File: src/rtl/unidade_controle_param.sv
// Step-sequenced control unit for the mv/mvi/add/sub datapath.
// Decodes the IR into register, ALU and bus enables over T0..T3.
module unidade_controle_param #(
  parameter int NREG     = 8,
  parameter int REG_BITS = 3,
  parameter int OPC_BITS = 3,
  localparam int IW      = OPC_BITS + 2 * REG_BITS
) (
  input  logic            Clock,
  input  logic            Reset,
  input  logic            Run,
  input  logic [IW-1:0]   Instrucao,
  output logic            IRin,
  output logic [NREG-1:0] Rin,
  output logic [NREG-1:0] Rout,
  output logic            Ain,
  output logic            Gin,
  output logic            Gout,
  output logic            AddSub,
  output logic            DINout,
  output logic            Done,
  output logic            Busy,
  output logic            Illegal,
  output logic [1:0]      Tstep
);

  localparam logic [2:0] S_IDLE = 3'd0;
  localparam logic [2:0] S_T0   = 3'd1;
  localparam logic [2:0] S_T1   = 3'd2;
  localparam logic [2:0] S_T2   = 3'd3;
  localparam logic [2:0] S_T3   = 3'd4;

  localparam logic [OPC_BITS-1:0] OP_MV  = OPC_BITS'(0);
  localparam logic [OPC_BITS-1:0] OP_MVI = OPC_BITS'(1);
  localparam logic [OPC_BITS-1:0] OP_ADD = OPC_BITS'(2);
  localparam logic [OPC_BITS-1:0] OP_SUB = OPC_BITS'(3);

  logic [2:0]          state_q;
  logic [2:0]          state_d;
  logic [OPC_BITS-1:0] opc;
  logic [REG_BITS-1:0] rx;
  logic [REG_BITS-1:0] ry;
  logic [NREG-1:0]     rx_oh;
  logic [NREG-1:0]     ry_oh;
  logic                rx_ok;
  logic                ry_ok;
  logic [2:0]          fin_st;

  assign opc = Instrucao[IW-1 -: OPC_BITS];
  assign rx  = Instrucao[2*REG_BITS-1 -: REG_BITS];
  assign ry  = Instrucao[REG_BITS-1:0];

  assign rx_ok = int'(rx) < NREG;
  assign ry_ok = int'(ry) < NREG;

  always_comb begin
    rx_oh = '0;
    ry_oh = '0;
    for (int i = 0; i < NREG; i++) begin
      rx_oh[i] = (int'(rx) == i);
      ry_oh[i] = (int'(ry) == i);
    end
  end

  // A finishing step chains straight into the next fetch when Run is held.
  assign fin_st = Run ? S_T0 : S_IDLE;

  always_comb begin
    state_d = state_q;
    IRin    = 1'b0;
    Rin     = '0;
    Rout    = '0;
    Ain     = 1'b0;
    Gin     = 1'b0;
    Gout    = 1'b0;
    AddSub  = 1'b0;
    DINout  = 1'b0;
    Done    = 1'b0;
    Illegal = 1'b0;
    Tstep   = 2'b00;
    Busy    = 1'b1;
    case (state_q)
      S_IDLE: begin
        Busy = 1'b0;
        if (Run) state_d = S_T0;
      end
      S_T0: begin
        IRin    = 1'b1;
        state_d = S_T1;
      end
      S_T1: begin
        Tstep = 2'b01;
        if (opc == OP_MV && rx_ok && ry_ok) begin
          Rin     = rx_oh;
          Rout    = ry_oh;
          Done    = 1'b1;
          state_d = fin_st;
        end else if (opc == OP_MVI && rx_ok) begin
          DINout  = 1'b1;
          Rin     = rx_oh;
          Done    = 1'b1;
          state_d = fin_st;
        end else if ((opc == OP_ADD || opc == OP_SUB)
                     && rx_ok && ry_ok) begin
          Rout    = rx_oh;
          Ain     = 1'b1;
          state_d = S_T2;
        end else begin
          Done    = 1'b1;
          Illegal = 1'b1;
          state_d = fin_st;
        end
      end
      S_T2: begin
        Tstep   = 2'b10;
        Rout    = ry_oh;
        Gin     = 1'b1;
        AddSub  = (opc == OP_SUB);
        state_d = S_T3;
      end
      S_T3: begin
        Tstep   = 2'b11;
        Gout    = 1'b1;
        Rin     = rx_oh;
        Done    = 1'b1;
        state_d = fin_st;
      end
      default: begin
        Busy    = 1'b0;
        state_d = S_IDLE;
      end
    endcase
  end

  always_ff @(posedge Clock) begin
    if (Reset) state_q <= S_IDLE;
    else       state_q <= state_d;
  end

endmodule

File: config.mk
export PLATFORM = sky130hd
export DESIGN_NAME = unidade_controle_param
export DESIGN_NICKNAME = d
export VERILOG_FILES = /design/src/rtl/unidade_controle_param.sv
export SDC_FILE = /design/constraint.sdc
export NUM_CORES = 1
export LEC_CHECK = 0
export CAP_MARGIN = 25
export CORE_MARGIN = 3
export CORE_UTILIZATION = 37
export CTS_CLUSTER_DIAMETER = 150
export DETAILED_ROUTE_END_ITERATION = 7
export PLACE_DENSITY = 0.83
export SLEW_MARGIN = 10
export SYNTH_ARGS = -nofsm -noshare
export SYNTH_HDL_FRONTEND = slang
export SYNTH_SLANG_ARGS = --single-unit
export TNS_END_PERCENT = 1
File: constraint.sdc
create_clock -name Clock -period 2.3 [get_ports Clock]
set_input_delay 0.46 -clock Clock [delete_from_list [all_inputs] [get_ports Clock]]
set_output_delay 0.46 -clock Clock [all_outputs]
set_load 0.02 [all_outputs]
# == Word level (Yosys, flattened, before mapping) ==
# Index checks and enable logic that the tools add are counted.
# totals
wordCells,62
regBits,3
inputBits,12
output_inout_bits,27
# op_classes
n_mux,33
n_reduce_logical,6
eq_ne,22
# op_table
operator,n
$mux W8,5
$pmux W8 S2,2
$eq A3 B3 Y1 const B,9
$eq A3 B2 Y1 const B,8
$mux W1,19
$pmux W3 S5,1
$eq A3 B1 Y1 const B,4
$logic_not A3 Y1,4
$mux W2,3
$pmux W2 S3,1
$reduce_or A4 Y1,1
$mux W3,1
$ne A2 B2 Y1 const B,1
$pmux W1 S2,1
$logic_or A1 B1 Y1,1

# == Longest topological paths before layout ==
# Gate-level depths: netlist of run 1.
# logic_depth
ltp_word,6
depth_mapped,6
mapped_depth_nobuf,5

# == Worst setup path before layout of run 1 ==
# OpenSTA, ideal clock, no wires.
# synth_path
path_type,reg-to-output
startpoint,register state_q[2]
endpoint,output Rout[7]
slack_ns,0.406
path_buffers,1
t_arrival_ns,1.434
t_required_ns,1.840
stages_incl_launch_ff,7
path_cell_list,dfxtp_1 -> buf_6 -> and2b_2 -> nand2_2 -> clkinv_1 -> nand4_1 -> a31oi_1
# synth_via
elab_chain_len,2
word_cells_on_any_way,3
classes_between,eq/ne: 2; mux: 1
# synth_rtl
element,line,rtl
"start, declared",38,logic [2:0] state_q;
"start signal, assigned",137,else state_q <= state_d;
$eq A3 B2 Y1,82,case (state_q)
$pmux W8 S2 (*),82,
"end, declared",15,"output logic [NREG-1:0] Rout,"
# Every way passes the cells marked *; elsewhere a longest branch is shown, timed or not.

# == Worst setup path after layout of run 1 ==
# layout_path
startpoint,input Instrucao[8]
endpoint,output Rout[0]
# layout_via
elab_chain_len,6
word_cells_on_any_way,9
classes_between,eq/ne: 3; mux: 4; reduce/logical: 2
# layout_rtl
element,line,rtl
"start, declared",12,"input logic [IW-1:0] Instrucao,"
$eq A3 B2 Y1,103,end else if ((opc == OP_ADD || opc == OP_SUB)
$logic_or A1 B1 Y1,103,
$mux W8,103,
$mux W8,98,end else if (opc == OP_MVI && rx_ok) begin
$mux W8 (*),93,if (opc == OP_MV && rx_ok && ry_ok) begin
$pmux W8 S2 (*),82,
# Marked as above.

==> results_dict.tcl, run 1 <==
set metrics [dict create \
    outcome "complete, but fails checks" \
    failing_checks "negative setup slack" \
    timing.hold.worst.class "reg2reg" \
    power.ir.vdd_worst_uv 302 \
    place.gp.congestion 0.898 \
    layout.cells.non_filler 157 \
    placement.io_buffers 38 \
    max_cap_violations 0 \
    synth_top_cells_by_count "nor2_1 (15), inv_1 (6), nand2_1 (5)" \
    fp.dieH_um 45.3 \
    cts_tree "built" \
    timing_worst_slew_pin_value_ps 356 \
    vias 911 \
    final.setup_skew_ps 0.716 \
    timing.final.max_slew_violations 0 \
    numClockSinks 3 \
    die_w_um 45.3 \
    largestRegisters "state_q (3)" \
    detail_route.drc_violations 0 \
    timing.hold.ws_ps 536 \
    regMostFlops "state_q" \
    share_of_synthesized_flip_flops_with_an_asynchronous_set_or_reset 0 \
    drive_above_1_share 0.310 \
    yosys_register_bits 3 \
    detailed_place_hpwl_um 1780 \
    post-route-period-util 1.01 \
    crit_path_start "Instrucao[8]" \
    fin_ws_ps -20.1 \
    timing.fmax_mhz 431 \
    grt_pass1_wl_um 3670 \
    antenna_violating_nets_post_route 0 \
    netlist.top_cell.by_area "dfxtp_1" \
    worstHoldStart "state_q[2]" \
    clock_tree.htree_level_count 1 \
    clock_insertion_delay_worst_skew_ps 240 \
    worstReg2RegStart "state_q[2]" \
    yosysWarningCount 0 \
    most_area_consuming_cells_after_synthesis "dfxtp_1 (11%), nor2_1 (9.9%), o211ai_1 (5.3%), nand2b_1 (4.4%), o22ai_1 (4.4%)" \
    detail_route.wirelength_um 2450 \
    max-clock-path-buffers 2 \
    design.die.area_um2 2050 \
    num_antenna_cells 0 \
    number_of_enable_type_register_cells_in_the_synthesized_netlist 0 \
    cts_root_buffer "clkbuf_4" \
    drt_iter0_markers 39 \
    synth-seq-area-share 0.105 \
    startpoint_type "input port" \
    ioPinCount 39 \
    cp_max_fo 5 \
    setup_violations 3 \
    dp_slack_ps -601 \
    cellLeakagePower_nw 0.527 \
    max_slew_margin 0.762 \
    gr-total-overflow 0 \
    largest_register_ff_count 3 \
    globalRouteTotalUtil 0.246 \
    floorplan.initialDensity 0.418 \
    largest_net_degree_at_the_start_of_global_routing 10 \
    ys.flop_type "dfxtp_1" \
    clkTransAtPathRegs_ps 40 \
    areaGrowthSynthToFinish_pct 94.5 \
    dp.cells 153 \
    required_worst_endpoint_ps 1840 \
    ctsHoldBuffers 0 \
    drt_pass1_iterations 4 \
    cts_buffers 3 \
    placement.cell_area_um2 1070 \
    worstSetupEndpointType "output port" \
    power.total_w 0.000284 \
    setup.worst_path.class "in2out" \
    postSynthAreaPerCell_um2 6.63 \
    placement_rows 13 \
    netlist_instances 86 \
    synth_most_common_cell "nor2_1" \
    nets 155 \
    grt_pass1_vias 857 \
    core_region_um2 1370 \
    antenna_found_initial 0 \
    post_drt_via_cell_ratio 5.80 \
    critical_path_arrival_ps 1860 \
    power-per-cell-area_nw_per_um2 255 \
    hold_violations 0 \
    post_synth_num_cell_types 36 \
    final_period_minus_worst_setup_slack_ps 2320 \
    rsz0062_at_grt "yes" \
    combined_area_of_all_synthesized_cells_um2 571 \
    route.detailed.wl_per_inst_um 15.6 \
    synth_top_area_share 0.105 \
    final_area_um2 1110 \
    syn_nets 98 \
]
==> routing by layer <==
metal  vias up  GRT usage  share of wire
met3         2     0.0637          0.097
met1       418      0.297           0.40
li1        433          -              -
met5         -          0              0
met2        58      0.395           0.50
met4         0      0.129         0.0057
==> where the power goes <==
group / switching (W) / internal, W
combinational: 0.0000662 / 0.0000638
clock: 0.0000312 / 0.0000652
sequential: 0.00000258 / 0.0000545
==> through the flow <==
| step | TNS, ps | util |
|---|---|---|
| after global placement | -9500 | 0.783 |
| after CTS | -358 | 0.816 |
| after floorplan | 0 | - |
| final | -34.1 | 0.812 |
| after detailed placement | -9660 | 0.783 |
| after global routing | -357 | 0.812 |
==> layout make-up <==
cell class                      instances  area (µm²)
Tap cell                               15        18.8
Fill cell                              92         256
Clock buffer                            4        26.3
Inverter                                7        26.3
Multi-Input combinational cell         72         490
Timing Repair Buffer                   56         487
Sequential cell                         3        61.3
==> repair_timing <==
item	in CTS	in global routing
pin swaps	0	1
setup endpoints to repair	20	19
gates resized for setup	46	26
endpoints found under the hold margin	0	0
buffers inserted	0	0
==> placed cells by master, fill, tap and decap left out, drive strengths merged, types with 2 or more instances in the layout <==
cell           synthesis  routed
a21oi                  3       3
a22oi                  2       2
a31oi                  2       2
and2                   3       3
buf                    4      24
clkbuf                 0       7
clkdlybuf4s15          0       6
clkdlybuf4s50          0      12
dfxtp                  3       3
dlygate4sd2            0       6
dlymetal6s2s           0       5
inv                    6       6
nand2                  6       6
nand2b                 4       4
nand3                  2       2
nand4                  3       3
nor2                  15      15
nor3                   4       4
nor3b                  2       2
nor4b                  3       3
nor4bb                 2       2
o211ai                 4       4
o21ai                  2       2
o22ai                  4       4
==> worst max-delay path: stages <==
cell	delay [ps]
dlygate4sd2_1	310
buf_4	170
or3_1	440
o211ai_1	120
a22oi_1	90
clkdlybuf4s15_2	260
==> kinds of logic after synthesis <==
kind of cell / after synthesis / synth area share
XOR/XNOR: 1 / 0.0154
buffers and inverters: 11 / 0.107
AND/OR/NAND/NOR: 50 / 0.522
flip-flops: 3 / 0.105
AO/OA/AOI/OAI: 21 / 0.250
==> path summary, 6_finish.rpt <==
check	to	slack (ps)	depth (start not counted)
worst min-delay path	state_q[1]	540	1
worst min register to register	state_q[1]	540	1
worst max-delay path	Rout[0]	-20	6
worst max register to register	state_q[0]	920	4
Power figures use the tool's default switching activity.
==> inputs of run 2 (changes only) <==
SETUP_SLACK_MARGIN = 0.15   (was default)
==> results_dict.tcl, run 2 (synthesized netlist as in run 1, its figures left out) <==
set metrics [dict create \
    gr-total-overflow 0 \
    place.gp.congestion 0.898 \
    route.detailed.wl_per_inst_um 14.3 \
    design.die.area_um2 2050 \
    crit-reg2reg-capture "state_q[0]" \
    mostFrequentLayoutCell "buf_4" \
    largest_net_degree_at_the_start_of_global_routing 10 \
    detailed_place_hpwl_um 1780 \
    max_slew_margin 0.753 \
    final_period_minus_worst_setup_slack_ps 2140 \
    timing.hold.worst.class "reg2reg" \
    clkTransAtPathRegs_ps 40 \
    worstHoldStart "state_q[2]" \
    cellLeakagePower_nw 0.491 \
    grt_pass1_vias 828 \
    outcome "finished clean" \
    setup_violations 0 \
    antenna_violating_nets_post_route 0 \
    num_antenna_cells 0 \
    detail_route.wirelength_um 2250 \
    final_area_um2 1080 \
    placement.cell_area_um2 1070 \
    nets 156 \
    critical_path_arrival_ps 1680 \
    power.total_w 0.000277 \
    required_worst_endpoint_ps 1840 \
    timing.final.max_slew_violations 0 \
    timing.hold.worst_endpoint "state_q[1]" \
    worst-r2r-cell-count 4 \
    ctsHoldBuffers 0 \
    post-route-period-util 0.929 \
    timing.fmax_mhz 468 \
    cts_buffers 3 \
    worstSetupEndpointType "output port" \
    core_region_um2 1370 \
    cts_root_buffer "clkbuf_4" \
    clock_tree.htree_level_count 1 \
    floorplan.initialDensity 0.418 \
    hold_violations 0 \
    numClockSinks 3 \
    cp_max_fo 9 \
    max-clock-path-buffers 2 \
    cts_tree "built" \
    drive_above_1_share 0.378 \
    power-per-cell-area_nw_per_um2 258 \
    clock_insertion_delay_worst_skew_ps 240 \
    fp.dieH_um 45.3 \
    startpoint_type "register" \
    power.ir.vdd_worst_uv 281 \
    grt_pass1_wl_um 3590 \
    placement_rows 13 \
    final_cell_mix "buf_4 (19), nor2_1 (15), dlygate4sd2_1 (11)" \
    timing.hold.worst_path_depth 1 \
    max_cap_violations 0 \
    rsz0062_at_grt "yes" \
    areaGrowthSynthToFinish_pct 88.8 \
    final_core_util 0.788 \
    drt_pass1_iterations 4 \
    antenna_found_initial 0 \
    detail_route.drc_violations 0 \
    placement.io_buffers 38 \
    largest_register_ff_count 3 \
    drt_iter0_markers 37 \
    largestRegisters "state_q (3)" \
    die_w_um 45.3 \
    post_drt_via_cell_ratio 5.72 \
    timing_worst_slew_pin_value_ps 369 \
    setup.worst_path.class "reg2out" \
    regMostFlops "state_q" \
    vias 904 \
    ioPinCount 39 \
    worstReg2RegStart "state_q[2]" \
    r2r_slack_ps 890 \
    globalRouteTotalUtil 0.240 \
    final.setup_skew_ps 1.32 \
]
[run 2: critical path, stage by stage, from the launching register on]
cell and delay [ps]:
dfxtp_1 330, buf_4 180, nor2_1 170, xnor2_1 130, clkdlybuf4s50_1 620
[run 2: worst max path at each step]
stage,from,to,slack [ps],cells after the start
floorplan,state_q[2],Rout[7],410,6
global placement,Instrucao[8],Rout[7],-550,6
finish,state_q[0],Busy,160,4
global route,Instrucao[8],Rout[1],100,6
detailed placement,Instrucao[8],Rout[7],-600,6
CTS,Instrucao[8],DINout,130,5
[run 2: area by class of cell]
| type | instances | area [µm²] |
|---|---|---|
| multi-input combinational | 72 | 500 |
| inverter | 7 | 26.3 |
| timing repair buffer | 57 | 444 |
| fill | 99 | 289 |
| tap | 15 | 18.8 |
| sequential | 3 | 61.3 |
| clock buffer | 4 | 26.3 |
[run 2: where the power goes]
part / leakage [nW] / internal, W / total, W / switching, W
clock: 0.0150 / 0.0000652 / 0.0000951 / 0.0000299
combinational: 0.451 / 0.0000607 / 0.000126 / 0.0000648
sequential: 0.0251 / 0.0000545 / 0.0000568 / 0.00000233
[run 2: per-stage QoR]
step	setup TNS (ps)	hold WS, ps	std cells	setup slack [ps]
2_1_floorplan	0	522	86	406
5_1_grt	0	555	158	104
4_1_cts	0	527	157	128
3_3_place_gp	-9500	598	153	-546
3_5_place_dp	-9660	599	153	-601
6_report	0	535	158	163
[run 2: timing repair]
item	4_1_cts	5_1_grt
gates resized for setup	83	9
endpoints found under the setup margin	26	20
setup buffers	0	1
pin swaps	1	3
[run 2: routing by layer]
| layer | GRT usage | up-vias | wire length [µm] |
|---|---|---|---|
| met5 | 0 | - | 0 |
| met3 | 0.0598 | 5 | 176 |
| met2 | 0.395 | 50 | 1090 |
| li1 | - | 435 | - |
| met4 | 0.129 | 0 | 27 |
| met1 | 0.283 | 414 | 954 |
==> inputs of run 3 (changes only) <==
CORE_MARGIN = default   (was 3)
==> results_dict.tcl, run 3 (synthesized netlist as in run 1, its figures left out) <==
set metrics [dict create \
    largest_net_degree_at_the_start_of_global_routing 11 \
    worstHoldStart "state_q[2]" \
    grt_pass1_vias 723 \
    num_antenna_cells 0 \
    crit_chain "clkdlybuf4s50_1 -> buf_4 -> o2111ai_1 -> o22ai_1 -> clkdlybuf4s15_2" \
    outcome "finished clean" \
    timing.fmax_mhz 467 \
    cellLeakagePower_nw 0.591 \
    power.sequential.fraction 0.201 \
    worstReg2RegStart "state_q[2]" \
    drt_pass1_iterations 4 \
    fp.dieH_um 41.3 \
    final_area_um2 1130 \
    timing.critical_path.slowest_stage_cell "clkdlybuf4s50_1" \
    clkTransAtPathRegs_ps 40 \
    timing.hold.worst_endpoint "state_q[1]" \
    clock_power_share 0.337 \
    dp_slack_ps -684 \
    post-route-period-util 0.931 \
    mostFrequentLayoutCell "buf_4" \
    placement.cell_area_um2 1080 \
    place.gp.congestion 0.860 \
    pwr-share-comb 0.462 \
    detailed_place_hpwl_um 1700 \
    sw_power_w 0.000101 \
    timing.final.max_slew_violations 0 \
    vias 928 \
    regMostFlops "state_q" \
    numClockSinks 3 \
    timing.hold.worst_path_depth 2 \
    cp_max_fo 3 \
    final_period_minus_worst_setup_slack_ps 2140 \
    design.die.area_um2 1700 \
    core_region_um2 1370 \
    drive_above_1_share 0.385 \
    ioPinCount 39 \
    setup_violations 0 \
    clock_tree.htree_level_count 1 \
    antenna_violating_nets_post_route 0 \
    globalRouteTotalUtil 0.285 \
    max_cap_violations 0 \
    critical_path_arrival_ps 1680 \
    rsz0062_at_grt "yes" \
    cts.repair_timing.setup_buffer_count 0 \
    hold_violations 0 \
    placement_rows 13 \
    final_core_util 0.824 \
    grt_pass1_wl_um 3180 \
    setup.worst_path.class "in2out" \
    power.ir.vdd_worst_uv 518 \
    detail_route.wirelength_um 2490 \
    internal_power_w 0.000182 \
    setup_total_negative_slack_ps 0 \
    power-per-cell-area_nw_per_um2 251 \
    p_sw_frac 0.357 \
    required_worst_endpoint_ps 1840 \
    timing.hold.worst.class "reg2reg" \
    largestRegisters "state_q (3)" \
    drt_iter0_markers 35 \
    nets 156 \
    timing_worst_slew_pin_value_ps 361 \
    largest_register_ff_count 3 \
    worst-r2r-cell-count 4 \
    placement.io_buffers 38 \
    clock_insertion_delay_worst_skew_ps 240 \
    cpLargestDelayFamily "buffers and inverters" \
    crit_buf_inv 3 \
    cts_root_buffer "clkbuf_4" \
    r2r_slack_ps 1010 \
    max-clock-path-buffers 2 \
    gr-total-overflow 0 \
    die_w_um 41.3 \
    worstSetupEndpointType "output port" \
    startpoint_type "input port" \
    areaGrowthSynthToFinish_pct 97.4 \
    post_drt_via_cell_ratio 5.87 \
    detail_route.drc_violations 0 \
    cts_buffers 3 \
    crit-reg2reg-capture "state_q[0]" \
    final_cell_mix "buf_4 (19), nor2_1 (14), dlymetal6s2s_1 (9), buf_2 (9)" \
    fin_ws_ps 158 \
    floorplan.initialDensity 0.418 \
    antenna_found_initial 0 \
    max_stage_delay_ps 500 \
    max_slew_margin 0.759 \
    cts_tree "built" \
    route.detailed.wl_per_inst_um 15.8 \
    final.setup_skew_ps 9.75 \
    timing.hold.ws_ps 665 \
]
-- run 3: cell count changes in the layout (fill, tap and decap cells not counted), sizes merged --
cell and change:
dlymetal6s2s +9, clkdlybuf4s50 -3, dlygate4sd2 -7, clkbuf -1
clkdlybuf4s15 +2
-- run 3: metrics by stage --
| step | instances | power (W) |
|---|---|---|
| after detailed placement | 154 | 0.000179 |
| after CTS | 158 | 0.000274 |
| after global routing | 158 | 0.000296 |
| after global placement | 154 | 0.000176 |
| after floorplan | 86 | 0.000110 |
| final | 158 | 0.000283 |
-- run 3: cell type report --
cell class	count	area [µm²]
repair buffers	57	484
clock buffers	4	26.3
well taps	15	18.8
inverters	7	26.3
flip-flops and latches	3	61.3
multi-input cells	72	509
fillers	96	240
-- run 3: worst max-delay path by stage --
stage / startpoint / to / slack [ps] / cells past startpoint
after floorplan: state_q[2] / Rout[7] / 410 / 6
after global placement: Instrucao[7] / Rout[0] / -630 / 5
after detailed placement: Instrucao[7] / Rout[0] / -680 / 5
after CTS: Instrucao[4] / Rout[1] / -100 / 5
after global routing: Instrucao[2] / Rout[6] / 80 / 5
final: Instrucao[2] / Rout[6] / 160 / 5
-- run 3: metal layers --
metal	global-route usage	vias up	share of wire
met4	0.0403	0	0.0084
met5	0	-	0
met2	0.488	54	0.51
met3	0.0870	4	0.063
met1	0.354	436	0.42
li1	-	434	-
-- run 3: worst reg2reg max path, delay by kind of cell, from the launching register on --
| kind | cells | cell delay (ps) |
|---|---|---|
| AND/OR/NAND/NOR | 1 | 330 |
| flip-flops | 1 | 350 |
| buffers and inverters | 1 | 160 |
| AO/OA/AOI/OAI | 2 | 350 |
-- run 3: timing repair --
action | CTS | global route
pin swaps | 0 | 1
hold buffers | 0 | 0
resized for setup | 67 | 33
setup endpoints to repair | 24 | 24
-- run 3: power groups by stage --
stage / Sequential, W / Combinational [W] / Clock (W)
after floorplan: 0.0000570 / 0.0000526 / 0
after global placement: 0.0000572 / 0.000119 / 0
after detailed placement: 0.0000573 / 0.000122 / 0
after CTS: 0.0000565 / 0.000121 / 0.0000959
after global routing: 0.0000569 / 0.000138 / 0.000101
final: 0.0000568 / 0.000131 / 0.0000955
